[src/rtl/alu_pkg.sv]
// alu_pkg
//   Shared definitions for the ALU and its issue/complete sequencer:
//   FuncOp codes, flag bit positions, flag vector width, sequencer state
//   encoding and the helper that merges the flags of a two-pass wide op.
//   No ports (package).

package alu_pkg;

    localparam int FLAGS_WIDTH = 4;

    // Flag vector bit positions
    localparam int Z_BIT = 0;
    localparam int C_BIT = 1;
    localparam int N_BIT = 2;
    localparam int V_BIT = 3;

    // ALU function codes; the sequencer passes any code through untouched
    typedef enum logic [3:0] {
        OP_ADD = 4'h0,
        OP_SUB = 4'h1,
        OP_AND = 4'h2,
        OP_OR  = 4'h3,
        OP_XOR = 4'h4,
        OP_NOT = 4'h5,
        OP_SHL = 4'h6,
        OP_SHR = 4'h7
    } func_op_e;

    // Sequencer states
    typedef enum logic [1:0] {
        ST_IDLE = 2'd0,
        ST_LO   = 2'd1,
        ST_HI   = 2'd2,
        ST_RESP = 2'd3
    } seq_state_e;

    // Wide result flags: zero only if both halves were zero, the rest
    // (carry, sign, overflow) belong to the upper pass.
    function automatic logic [FLAGS_WIDTH-1:0] chain_flags(
        input logic [FLAGS_WIDTH-1:0] lo_flags,
        input logic [FLAGS_WIDTH-1:0] hi_flags
    );
        logic [FLAGS_WIDTH-1:0] merged;
        merged        = hi_flags;
        merged[Z_BIT] = lo_flags[Z_BIT] & hi_flags[Z_BIT];
        return merged;
    endfunction

endpackage

[src/rtl/alu_sequencer.sv]
// alu_sequencer
//   Issue/complete front end for an external combinational ALU. Accepts one
//   request at a time, runs one ALU pass (narrow) or two carry-chained passes
//   (wide, 2*DataWidth), then holds the result until the consumer takes it.
//   Owns the architectural flags register that feeds the ALU carry-in.
//
// Ports
//   Clock, Reset_N             clock (rising edge), async active-low reset
//   ReqValid/ReqReady          request handshake
//   ReqOp, ReqWide, ReqA, ReqB request op code, width select, operands
//   RspValid/RspReady          response handshake
//   RspY, RspFlags             result and result flags
//   Flags                      architectural flags register
//   AluA, AluB, AluOp,
//   AluIFlags                  drive to the ALU
//   AluY, AluOFlags            result from the ALU

module alu_sequencer
    import alu_pkg::*;
#(
    parameter int DataWidth = 16
) (
    input  logic                     Clock,
    input  logic                     Reset_N,
    input  logic                     ReqValid,
    output logic                     ReqReady,
    input  logic [3:0]               ReqOp,
    input  logic                     ReqWide,
    input  logic [2*DataWidth-1:0]   ReqA,
    input  logic [2*DataWidth-1:0]   ReqB,
    output logic                     RspValid,
    input  logic                     RspReady,
    output logic [2*DataWidth-1:0]   RspY,
    output logic [FLAGS_WIDTH-1:0]   RspFlags,
    output logic [FLAGS_WIDTH-1:0]   Flags,
    output logic [DataWidth-1:0]     AluA,
    output logic [DataWidth-1:0]     AluB,
    output logic [3:0]               AluOp,
    output logic [FLAGS_WIDTH-1:0]   AluIFlags,
    input  logic [DataWidth-1:0]     AluY,
    input  logic [FLAGS_WIDTH-1:0]   AluOFlags
);

    seq_state_e                 state_r;
    seq_state_e                 state_s;

    logic                       wide_r;
    logic [DataWidth-1:0]       a_hi_r;
    logic [DataWidth-1:0]       b_hi_r;
    logic [DataWidth-1:0]       y_lo_r;
    logic [FLAGS_WIDTH-1:0]     flags_lo_r;
    logic [2*DataWidth-1:0]     rsp_y_r;
    logic [FLAGS_WIDTH-1:0]     rsp_flags_r;
    logic [FLAGS_WIDTH-1:0]     flags_r;
    logic                       req_ready_r;
    logic                       rsp_valid_r;
    logic [DataWidth-1:0]       alu_a_r;
    logic [DataWidth-1:0]       alu_b_r;
    logic [3:0]                 alu_op_r;
    logic [FLAGS_WIDTH-1:0]     alu_iflags_r;

    // Next-state logic of the issue/complete FSM
    always_comb begin
        state_s = state_r;
        case (state_r)
            ST_IDLE: begin
                if (ReqValid) begin
                    state_s = ST_LO;
                end else begin
                    state_s = ST_IDLE;
                end
            end
            ST_LO: begin
                if (wide_r) begin
                    state_s = ST_HI;
                end else begin
                    state_s = ST_RESP;
                end
            end
            ST_HI: begin
                state_s = ST_RESP;
            end
            ST_RESP: begin
                if (RspReady) begin
                    state_s = ST_IDLE;
                end else begin
                    state_s = ST_RESP;
                end
            end
            default: begin
                state_s = ST_IDLE;
            end
        endcase
    end

    // FSM state register
    always_ff @(posedge Clock or negedge Reset_N) begin
        if (!Reset_N) begin
            state_r <= ST_IDLE;
        end else begin
            state_r <= state_s;
        end
    end

    // Operand, result, flags and ALU-drive registers. ALU inputs are loaded
    // one edge early so they are already valid for the pass they belong to.
    always_ff @(posedge Clock or negedge Reset_N) begin
        if (!Reset_N) begin
            wide_r       <= 1'b0;
            a_hi_r       <= {DataWidth{1'b0}};
            b_hi_r       <= {DataWidth{1'b0}};
            y_lo_r       <= {DataWidth{1'b0}};
            flags_lo_r   <= {FLAGS_WIDTH{1'b0}};
            rsp_y_r      <= {(2*DataWidth){1'b0}};
            rsp_flags_r  <= {FLAGS_WIDTH{1'b0}};
            flags_r      <= {FLAGS_WIDTH{1'b0}};
            req_ready_r  <= 1'b1;
            rsp_valid_r  <= 1'b0;
            alu_a_r      <= {DataWidth{1'b0}};
            alu_b_r      <= {DataWidth{1'b0}};
            alu_op_r     <= 4'h0;
            alu_iflags_r <= {FLAGS_WIDTH{1'b0}};
        end else begin
            case (state_r)
                ST_IDLE: begin
                    if (ReqValid) begin
                        wide_r       <= ReqWide;
                        a_hi_r       <= ReqA[2*DataWidth-1:DataWidth];
                        b_hi_r       <= ReqB[2*DataWidth-1:DataWidth];
                        alu_a_r      <= ReqA[DataWidth-1:0];
                        alu_b_r      <= ReqB[DataWidth-1:0];
                        alu_op_r     <= ReqOp;
                        alu_iflags_r <= flags_r;
                        req_ready_r  <= 1'b0;
                    end
                end
                ST_LO: begin
                    y_lo_r     <= AluY;
                    flags_lo_r <= AluOFlags;
                    if (wide_r) begin
                        // Upper pass: carry/borrow-in comes from the lower pass
                        alu_a_r      <= a_hi_r;
                        alu_b_r      <= b_hi_r;
                        alu_iflags_r <= AluOFlags;
                    end else begin
                        rsp_y_r      <= {{DataWidth{1'b0}}, AluY};
                        rsp_flags_r  <= AluOFlags;
                        flags_r      <= AluOFlags;
                        rsp_valid_r  <= 1'b1;
                        alu_a_r      <= {DataWidth{1'b0}};
                        alu_b_r      <= {DataWidth{1'b0}};
                        alu_op_r     <= 4'h0;
                        alu_iflags_r <= {FLAGS_WIDTH{1'b0}};
                    end
                end
                ST_HI: begin
                    rsp_y_r      <= {AluY, y_lo_r};
                    rsp_flags_r  <= chain_flags(flags_lo_r, AluOFlags);
                    flags_r      <= chain_flags(flags_lo_r, AluOFlags);
                    rsp_valid_r  <= 1'b1;
                    alu_a_r      <= {DataWidth{1'b0}};
                    alu_b_r      <= {DataWidth{1'b0}};
                    alu_op_r     <= 4'h0;
                    alu_iflags_r <= {FLAGS_WIDTH{1'b0}};
                end
                ST_RESP: begin
                    if (RspReady) begin
                        rsp_valid_r <= 1'b0;
                        req_ready_r <= 1'b1;
                    end
                end
                default: begin
                    rsp_valid_r  <= 1'b0;
                    req_ready_r  <= 1'b1;
                    alu_a_r      <= {DataWidth{1'b0}};
                    alu_b_r      <= {DataWidth{1'b0}};
                    alu_op_r     <= 4'h0;
                    alu_iflags_r <= {FLAGS_WIDTH{1'b0}};
                end
            endcase
        end
    end

    assign ReqReady  = req_ready_r;
    assign RspValid  = rsp_valid_r;
    assign RspY      = rsp_y_r;
    assign RspFlags  = rsp_flags_r;
    assign Flags     = flags_r;
    assign AluA      = alu_a_r;
    assign AluB      = alu_b_r;
    assign AluOp     = alu_op_r;
    assign AluIFlags = alu_iflags_r;

endmodule

[config.mk]
export PLATFORM = sky130hd
export DESIGN_NAME = alu_sequencer
export DESIGN_NICKNAME = d
export VERILOG_FILES = /design/src/rtl/alu_pkg.sv /design/src/rtl/alu_sequencer.sv
export SDC_FILE = /design/constraint.sdc
export NUM_CORES = 1
export LEC_CHECK = 0
export CAP_MARGIN = 20
export CELL_PAD_IN_SITES_DETAIL_PLACEMENT = 0
export CELL_PAD_IN_SITES_GLOBAL_PLACEMENT = 1
export CORE_MARGIN = 5
export CORE_UTILIZATION = 37
export CTS_CLUSTER_SIZE = 16
export DETAILED_ROUTE_END_ITERATION = 10
export PLACE_DENSITY = 0.82
export SLEW_MARGIN = 20
export SYNTH_ARGS = -nofsm -noshare
export SYNTH_HDL_FRONTEND = slang
export SYNTH_SLANG_ARGS = --single-unit
[constraint.sdc]
create_clock -name Clock -period 2.4 [get_ports Clock]
set_clock_uncertainty 0.1 [all_clocks]
set_input_delay 0.48 -clock Clock [delete_from_list [all_inputs] [get_ports Clock]]
set_output_delay 0.48 -clock Clock [all_outputs]
set_load 0.05 [all_outputs]
# Word level (Yosys, flattened, before mapping)
# Index checks and enable logic that the tools add are counted.
dict set report totals {
  ff_bits 130
  input_bits 93
  output_inout_bits 82
  elab_cells 58
}
dict set report classes {
  n_eq_ne 6
  mux 26
  bitwise_logic 1
  reduce_logical 11
}
# operator n
set op_table {}
lappend op_table {{$pmux W16 S3} 2}
lappend op_table {{$mux W16} 4}
lappend op_table {{$pmux W32 S2} 1}
lappend op_table {{$mux W32} 1}
lappend op_table {{$pmux W4 S3} 2}
lappend op_table {{$mux W4} 5}
lappend op_table {{$reduce_and A3 Y1} 3}
lappend op_table {{$pmux W2 S4} 1}
lappend op_table {{$pmux W4 S2} 1}
lappend op_table {{$mux W1} 6}
lappend op_table {{$ne A2 B2 Y1 const B} 3}
lappend op_table {{$reduce_and A2 Y1} 3}
lappend op_table {{$reduce_bool A3 Y1} 2}
lappend op_table {{$eq A2 B2 Y1 const B} 2}
lappend op_table {{$reduce_bool A2 Y1} 2}
lappend op_table {{$pmux W1 S3} 1}
lappend op_table {{$eq A2 B1 Y1 const B} 1}
lappend op_table {{$logic_not A2 Y1} 1}
lappend op_table {{$mux W2} 1}
lappend op_table {{$pmux W1 S2} 1}
lappend op_table {{$and A1 B1 Y1} 1}

# Depth between registers and ports, before layout
# Gate-level depths: netlist of the first run.
dict set report logic_depth {
  ltp_word 3
  ltp_mapped 7
  depth_no_buf 5
}

# Worst setup path after synthesis of the first run
# OpenSTA, ideal clock, no wires.
dict set report synth_path {
  kind {register -> register}
  startpoint {reg state_r[0]}
  endpoint {reg alu_op_r[0], in the netlist AluOp[0]}
  setup_time_ps 125
  arrival_time_ps 1651
  required_ps 2175
  slack_ps 524
  stages_incl_launch_ff 7
  n_path_buf 1
  period_less_slack_ps 1876
  path_cell_list {dfrtp_1 > inv_1 > ha_1 > mux2_2 > buf_4 > nand2_2 > mux2_2}
}
dict set report synth_between {
  elab_chain_len 3
  word_cells_on_any_way 8
  classes_between {eq/ne (4); mux (1); reduce/logical (3)}
}
# item line_no
set synth_lines {}
lappend synth_lines {{start, declared} alu_sequencer.sv:44} ;# seq_state_e state_r;
lappend synth_lines {{start signal, assigned} alu_sequencer.sv:101} ;# state_r <= state_s;
lappend synth_lines {{$eq A2 B1 Y1, or another cell as far along} alu_sequencer.sv:124} ;# case (state_r)
lappend synth_lines {{$ne A2 B2 Y1 (no line) / $reduce_bool A3 Y1 (equally long branches)} n/a}
lappend synth_lines {{$reduce_and A3 Y1 (no line)} n/a}
lappend synth_lines {{end signal, assigned} alu_sequencer.sv:132} ;# alu_op_r <= ReqOp;
lappend synth_lines {{end, declared} alu_sequencer.sv:59} ;# logic [3:0] alu_op_r;
# Several ways; a longest one is shown, not always the timed one.
# A chain may end at the register's enable or synchronous reset.

# Worst setup path after layout of the first run
dict set report layout_path {
  startpoint {reg alu_iflags_r[2], in the netlist AluIFlags[2]}
  endpoint {out AluIFlags[2]}
}
# item line_no
set layout_lines {}
lappend layout_lines {{start, declared} alu_sequencer.sv:60} ;# logic [FLAGS_WIDTH-1:0] alu_iflags_r;
lappend layout_lines {{start signal, assigned} alu_sequencer.sv:122} ;# alu_iflags_r <= {FLAGS_WIDTH{1'b0}};
lappend layout_lines {{start signal, assigned} alu_sequencer.sv:133} ;# alu_iflags_r <= flags_r;
lappend layout_lines {{start signal, assigned} alu_sequencer.sv:144} ;# alu_iflags_r <= AluOFlags;
lappend layout_lines {{end, declared} alu_sequencer.sv:39} ;# output logic [FLAGS_WIDTH-1:0] AluIFlags,
# No word-level cell between the ends.

==> impl_results.md, run 1 <==
* CTS tree: yes
* GRT Total Usage at 16.6%
* Number of global-route vias before repair at 4,596
* CP bufs+invs at 1
* Worst EP required at 1.82 ns
* CP max stage cell: clkdlybuf4s50_1
* Fill count at 1,307
* HP Start: y_lo_r[12]
* Initial core utilization at 37.9%
* Register bit total from synthesis at 130
* Clk buf depth at 2
* FFs w/ async S/R, synth at 100%
* Largest net degree at the start of global routing at 71
* F_max at 450 MHz
* Final setup viols at 0
* Post-Syn Area at 5780 µm²
* Pre-antenna DRT Iters at 4
* CP top delay family: buffers and inverters
* Critical path's largest stage delay at 0.85 ns
* Rel. slew slack at 60.3%
* R2R Setup Slk at 0.26 ns
* Std cell rows at 45
* IO Port Bufs at 174
* Outcome: finished clean
* Residual DRC count at 0
* Worst R2R Path Depth at 6
* Most numerous cell in the Yosys netlist: dfrtp_1
* Final nets at 755
* Syn Inst Count at 479
* Most frequent cells after synthesis: dfrtp_1, mux2_2, a21oi_1
* Clock transition at path regs at 0.06 ns
* Via count at 4,118
* Area leader, netlist: dfrtp_1
* Final Hold Violating Endpoints at 0
* Drt via density at 4.68
* Layout area overhead at 46.0%
* Yosys warnings at 0
* Crit path max fanout at 2
* Reg2Reg Launch Point: state_r[0]
* Detail Route Antenna Nets at 0
* ANT cells at 0
* CTS sink count at 130
* EDFF count, synth at 0
* Worst min path class: reg -> reg
* Hpwl dp at 10,200 µm
* Placed cells at 846
* Storage cell area at 3250 µm²
* Die Width at 135 µm
* First-pass GRT wire length at 23,900 µm
* Seq/Total Area, Yosys at 56.3%
* Final Cycle Share at 92.5%
* Die area at 18,200 µm²
* Syn avg cell area at 12.1 µm²
* IO Pins at 175
* Final core utilization at 55.3%
* Crit path time final at 2.22 ns
* Cell Count, Final, Fillers Out at 879
* CTS HTree Levels at 4
* Worst-path cell chain: clkdlybuf4s50_1
* Crit path launch: AluIFlags[2]
* CTS Buf Count at 17
* Syn_nets at 579
* Multi-input logic area at 2240 µm²
* Final slew viol count at 0
* Share of the synthesized area in the top cell type at 55.9%
* Global route total overflow at 0
* Total wire length at 14,500 µm
* Setup TNS at 0 ns
* FF-to-FF End: AluB[1]
* CP arrival at 1.64 ns
* Worst Setup End Kind: output port
* Root Buffer: clkbuf_16
* Distinct cells, synth at 25
* Initial DRC count at 189
* Clk_lat worst skew at 0.41 ns
* Critical path type: reg -> out
* Share of cells above drive strength 1 at 20.8%
* Max_cap viols at 0
* Crit path launch type: register
* Top post-synthesis cells by area: dfrtp_1, mux2_2, a21oi_1, nor2b_1, mux2_4
* Core footprint at 15,300 µm²
* Die Y at 135 µm
* Least-Margin Pin Slew at 0.596 ns
* Initial antenna violation count at 0
* Worst path depth at 1
* Ys flop type: dfrtp_1
* Unrepaired setup endpoints after global routing: no
* WL/cell at 16.5 µm
* Critical Path Sink: AluIFlags[2]
* GP Congestion at 0.765
## kinds of logic (layout without fill, tap and decap cells)
family / Yosys count / after routing / share of synthesized area (%)
mux: 109 / 109 / 21.9
fa+ha+maj: 7 / 7 / 1.52
compound gates: 81 / 81 / 7.14
flops: 130 / 130 / 56.3
buf+inv: 54 / 243 / 4.96
simple gates: 98 / 98 / 8.18
## routing by layer
metal  GRT usage, %  wire, µm
met4           7.11       312
met3           4.06       693
met5              0         0
met2           27.2      7160
met1           21.0      6370
## state kept, by name (all words and copies together) (netlist names)
name	count
RspY	32
AluA	16
AluB	16
a_hi_r	16
b_hi_r	16
y_lo_r	16
AluIFlags	4
AluOp	4
Flags	4
state_r	2
ReqReady	1
RspValid	1
flags_lo_r	1
wide_r	1
## timing repair
item,in CTS,in global routing
buffers inserted,0,0
endpoints found under the setup margin,0,1
endpoints found under the hold margin,35,0
gates resized for setup,0,1
hold buffers,1,0
## per-stage QoR
step	hold slack [ns]	instance area, µm²	setup WS [ns]
finish	0.401	8440	0.180
global route	0.418	8440	0.117
CTS	0.405	8440	0.0297
detailed placement	0.392	7790	0.299
global placement	0.384	7790	0.371
floorplan	0.0844	5780	0.524
## area by class of cell
type | count | area share (%)
clock buffers | 24 | 6.06
repair buffers | 188 | 23.2
well taps | 211 | 3.13
inverters | 23 | 1.02
flip-flops and latches | 130 | 38.6
clock inverters | 8 | 1.45
multi-input cells | 295 | 26.5
## layout by cell type, fill, tap and decap left out, types with 13 or more instances in the layout
master,n
clkdlybuf4s50_1,172
mux2i_1,18
nor2_1,38
dfrtp_1,129
mux2_2,77
clkbuf_16,17
inv_1,22
nor2b_1,39
mux2_4,13
nand2_1,18
a21oi_1,75
## worst min-delay path by stage
stage                    endpoint  cells after the start
floorplan                 AluA[0]                      0
global placement        y_lo_r[6]                      1
detailed placement      y_lo_r[6]                      1
CTS                 flags_lo_r[0]                      1
global route           y_lo_r[15]                      1
finish                 y_lo_r[12]                      1
Power of run 1 is not shown: default switching activity piles up to over one toggle a cycle in this logic, so the estimate is an artifact.
==> inputs of run 2 (changes only) <==
--- a/config.mk
+++ b/config.mk
@@ -13,7 +13,7 @@
 export CTS_CLUSTER_SIZE = 16
 export DETAILED_ROUTE_END_ITERATION = 10
 export PLACE_DENSITY = 0.82
-export SLEW_MARGIN = 20
+export SLEW_MARGIN = 15
 export SYNTH_ARGS = -nofsm -noshare
 export SYNTH_HDL_FRONTEND = slang
 export SYNTH_SLANG_ARGS = --single-unit
==> results of run 2 <==
The final DEF is identical to that of run 1; final timing and power are the same.
Power of run 2 is left out for the same reason.
==> inputs of run 3 (changes only) <==
--- a/config.mk
+++ b/config.mk
@@ -9,10 +9,11 @@
 export CELL_PAD_IN_SITES_DETAIL_PLACEMENT = 0
 export CELL_PAD_IN_SITES_GLOBAL_PLACEMENT = 1
 export CORE_MARGIN = 5
-export CORE_UTILIZATION = 37
+export CORE_UTILIZATION = 38
+export CTS_BUF_LIST = sky130_fd_sc_hd__clkbuf_8
 export CTS_CLUSTER_SIZE = 16
 export DETAILED_ROUTE_END_ITERATION = 10
-export PLACE_DENSITY = 0.82
+export PLACE_DENSITY = 0.84
 export SLEW_MARGIN = 15
 export SYNTH_ARGS = -nofsm -noshare
 export SYNTH_HDL_FRONTEND = slang
==> impl_results.md, run 3 (synthesis results as in run 1) <==
* Worst min path class: reg -> reg
* Final slew viol count at 0
* Storage cell area at 3250 µm²
* Clock transition at path regs at 0.08 ns
* CP arrival at 1.70 ns
* Rel. slew slack at 62.2%
* Crit path launch type: register
* Detail Route Antenna Nets at 0
* ANT cells at 0
* Crit path time final at 2.28 ns
* Outcome: finished clean
* CP bufs+invs at 1
* Via count at 4,080
* Final setup viols at 0
* Worst-path cell chain: clkdlybuf4s50_1
* Crit path max fanout at 4
* Std cell rows at 45
* Die Width at 133 µm
* Least-Margin Pin Slew at 0.566 ns
* CP top delay family: buffers and inverters
* Unrepaired setup endpoints after global routing: no
* Worst setup margin at 0.120 ns
* Root Buffer: clkbuf_8
* GP Congestion at 0.750
* IO Port Bufs at 174
* Die area at 17,800 µm²
* Initial core utilization at 38.4%
* Number of global-route vias before repair at 4,445
* Drt via density at 4.78
* Clk_lat worst skew at 0.43 ns
* Max reg flops at 32
* GRT Total Usage at 16.6%
* Setup Buffers After CTS at 0
* CTS sink count at 130
* Initial DRC count at 195
* Share of cells above drive strength 1 at 20.5%
* IO Pins at 175
* Global route total overflow at 0
* First-pass GRT wire length at 23,400 µm
* Worst Setup End Kind: output port
* Pre-CTS setup slack at 0.380 ns
* Final Cycle Share at 95.0%
* Fill count at 1,303
* Setup TNS at 0 ns
* Multi-input logic area at 2240 µm²
* CP max stage cell: clkdlybuf4s50_1
* Critical path's largest stage delay at 0.87 ns
* Clk buf depth at 2
* Die Y at 133 µm
* CTS Buf Count at 17
* F_max at 439 MHz
* Most frequent cells in the layout: clkdlybuf4s50_1, dfrtp_1, mux2_2
* Critical path type: reg -> out
* Pre-antenna DRT Iters at 4
* Final nets at 754
* Most common cell after layout, fill and taps aside: clkdlybuf4s50_1
* Initial antenna violation count at 0
* Residual DRC count at 0
* Core footprint at 15,000 µm²
* CTS HTree Levels at 4
* Total wire length at 14,200 µm
* Largest net degree at the start of global routing at 54
* Layout area overhead at 40.3%
* Worst EP required at 1.82 ns
* Hpwl dp at 10,100 µm
* CTS tree: yes
* Final Hold Violating Endpoints at 0
* WL/cell at 16.7 µm
* Max_cap viols at 0
[run 3: cell types whose count changed in the layout (fill, tap and decap cells not counted), sizes merged]
cell	change
clkbuf	-6
dlymetal6s2s	-1
clkinv	+3
dlygate4sd2	+1
buf	-1
clkinvlp	+1
inv	+1
bufinv	-1
[run 3: area by class of cell]
type | count | share of cell area, %
Inverter | 23 | 1.06
Timing Repair Buffer | 187 | 23.8
Tap cell | 188 | 2.90
Multi-Input combinational cell | 295 | 27.6
Sequential cell | 130 | 40.1
Clock inverter | 12 | 1.47
Clock buffer | 18 | 3.06
[run 3: repair_timing]
action / in CTS / in global routing
gates resized for setup: 1 / 0
hold buffers: 1 / 0
endpoints found under the hold margin: 35 / 0
setup endpoints to repair: 1 / 0
[run 3: through the flow]
| step | std cells | instance area [µm²] | hold WS [ns] | util (%) |
|---|---|---|---|---|
| 3_5_place_dp | 822 | 7730 | 0.393 | 51.4 |
| 6_report | 853 | 8110 | 0.406 | 53.9 |
| 3_3_place_gp | 822 | 7730 | 0.382 | 51.4 |
| 5_1_grt | 853 | 8110 | 0.417 | 53.9 |
| 4_1_cts | 853 | 8110 | 0.409 | 53.9 |
| 2_1_floorplan | 479 | 5780 | 0.0844 | - |
[run 3: worst reg2reg max path, stage by stage (launching register included)]
cell	delay [ns]
dfrtp_1	0.44
inv_1	0.14
ha_1	0.24
mux2i_4	0.27
buf_12	0.29
mux2_2	0.39
[run 3: path summary, 6_finish.rpt]
kind                             from          end  slack [ns]  cells past startpoint
setup / recovery             Flags[1]  RspFlags[1]        0.12                      1
setup reg to reg           state_r[1]      RspY[2]        0.42                      5
min in group asynchronous     Reset_N    y_lo_r[0]        0.47                      2
hold reg to reg               RspY[2]      RspY[2]        0.41                      1
hold / removal                RspY[2]      RspY[2]        0.41                      1
max in group asynchronous     Reset_N     ReqReady        1.07                      3
[run 3: metal layers]
| metal | GRT usage [%] | vias up | routed length (µm) |
|---|---|---|---|
| met5 | 0 | - | 0 |
| met4 | 6.57 | 0 | 298 |
| met3 | 4.68 | 18 | 677 |
| met2 | 27.7 | 109 | 7090 |
| met1 | 20.3 | 1996 | 6180 |
| li1 | - | 1957 | - |
Power of run 3 is left out for the same reason.
==> variant: new RTL, flow settings as in run 3 <==
Make the reset (`Reset_N`) synchronous in 2 clocked blocks. Comments in the files are not updated.
--- a/src/rtl/alu_sequencer.sv
+++ b/src/rtl/alu_sequencer.sv
@@ -96,3 +96,3 @@
     // FSM state register
-    always_ff @(posedge Clock or negedge Reset_N) begin
+    always_ff @(posedge Clock) begin
         if (!Reset_N) begin
@@ -106,3 +106,3 @@
     // one edge early so they are already valid for the pass they belong to.
-    always_ff @(posedge Clock or negedge Reset_N) begin
+    always_ff @(posedge Clock) begin
         if (!Reset_N) begin
Behaviour: differs if Reset_N is asserted again (counterexample within 4 cycles, from zero or initial values and one cycle with Reset_N low); with Reset_N held inactive, the same outputs for 4 cycles.
==> variant against run 3 <==
Fmax rose by 0.35%; area after synthesis down 5.8%; cell area is 5.8% lower; die area fell by 5.4%; worst setup slack gained 8.0 ps; sequential cell count unchanged; via count up 21%; routed wire length rose by 20%; critical path type unchanged.
==> variant: results (changes against run 3) <==
| Metric | Value |
|---|---|
| Final Net Count | 841 (was 754) |
| Max_slew headroom | 58.33% (was 62.17%) |
| Final Cell Area | 7632 um^2 (was 8107 um^2) |
| Met2 wire len | 7869 um (was 7085 um) |
| Most frequent cells after synthesis | 130 x dfxtp_1, 73 x nand2_1, 57 x a21oi_1 (was 129 x dfrtp_1, 77 x mux2_2, 75 x a21oi_1) |
| RR Endpoint | AluIFlags[2]$_SDFFE_PN0P_ (was RspY[2]$_DFFE_PN0P_) |
| Vias/cell | 5.306 (was 4.783) |
| Outcome | complete, no violations (unchanged) |
| Wire per inst | 18.41 um (was 16.70 um) |
| Register-to-Register Path Depth | 6 (was 5) |
| Pre-antenna DRT Iters | 5 (was 4) |
| M1 WL | 7195 um (was 6182 um) |
| Largest cells by area after synthesis | dfxtp_1 48%, a221oi_2 8.3%, mux2i_1 6.8% (was dfrtp_1 56%, mux2_2 15%, a21oi_1 6.5%) |
| Layout cell share with drive strength beyond 1 | 10.90% (was 20.45%) |
| GRT Resource Usage Total | 20.31% (was 16.58%) |
| FF-to-FF Start | state_r[0]$_SDFF_PN0_ (was state_r[1]$_DFF_PN0_) |
| DP HPWL | 12,070 um (was 10,130 um) |
| Routed vias | 4,945 (was 4,080) |
| DR top layer | met5 (was met4) |
| WL met3 | 1757 um (was 677 um) |
| Critical path origin | Flags[0]$_SDFFE_PN0P_ (was Flags[1]$_DFFE_PN0P_) |
| Worst Hold End | AluOp[1]$_SDFFE_PN0P_ (was RspY[2]$_DFFE_PN0P_) |
| First-pass GRT wire length | 26,870 um (was 23,360 um) |
| Crit share post-route | 94.65% (was 94.98%) |
| Vias in the first global route | 5,062 (was 4,445) |
| Initial antenna violation count | 1 (was 0) |
| Worst setup path endpoint | RspFlags[0] (was RspFlags[1]) |
| Initial drt markers | 322 (was 195) |
| Pin count of the biggest net entering global routing | 69 (was 54) |
| Synth Flop Type | dfxtp_1 (was dfrtp_1) |
| Synth Net Count | 688 (was 579) |
variant: cell types whose count changed after synthesis, sizes merged, moves of 20 or more:
| cell | run 3 | this run |
|---|---|---|
| mux2 | 90 | 1 |
| dfxtp | 0 | 130 |
| nand2 | 19 | 73 |
| dfrtp | 129 | 0 |
| o21ai | 3 | 40 |
| a221oi | 0 | 37 |
| nand3 | 0 | 24 |
| nor2b | 39 | 2 |
| clkbuf | 5 | 25 |
variant: cell type report:
class                      count  area (um^2)  area share [%]
sequential                   130         2603           34.10
multi-input combinational    392         2516           32.97
timing repair buffer         192         1902           24.92
clock buffer                  21        289.0           3.787
tap                          180        225.2           2.951
clock inverter                 9        67.56          0.8852
inverter                       8        30.03          0.3934
variant: cells by family (layout without fill, tap and decap cells):
family / after synthesis / in the layout / share of synthesized area [%]
simple gates: 175 / 175 / 13.31
compound gates: 171 / 171 / 23.64
buf+inv: 66 / 230 / 6.116
fa+ha+maj: 7 / 7 / 1.609
flops: 130 / 130 / 47.83
mux: 39 / 39 / 7.496
variant: worst reg2reg max path: stages, from the launching register on:
cell and delay (ps):
dfxtp_1 420, inv_1 130, ha_1 320, buf_4 160, mux2_4 420, o21ai_0 260
nor2_1 60
variant: routing by layer:
layer	up-vias	track usage (%)
li1	2398	-
met1	2321	25.80
met2	202	31.42
met3	22	8.409
met4	2	6.663
met5	-	0
variant: what timing repair did:
item                       4_1_cts  5_1_grt
setup endpoints to repair        0        6
hold buffers                     0        0
gates resized for setup          0        1
variant: power by group:
group	total, mW	internal [mW]	leakage [nW]	switching [mW]
Sequential	2.83	2.57	1.07	0.255
Combinational	3.64	1.30	1.50	2.35
Clock	1.71	0.896	0.198	0.809
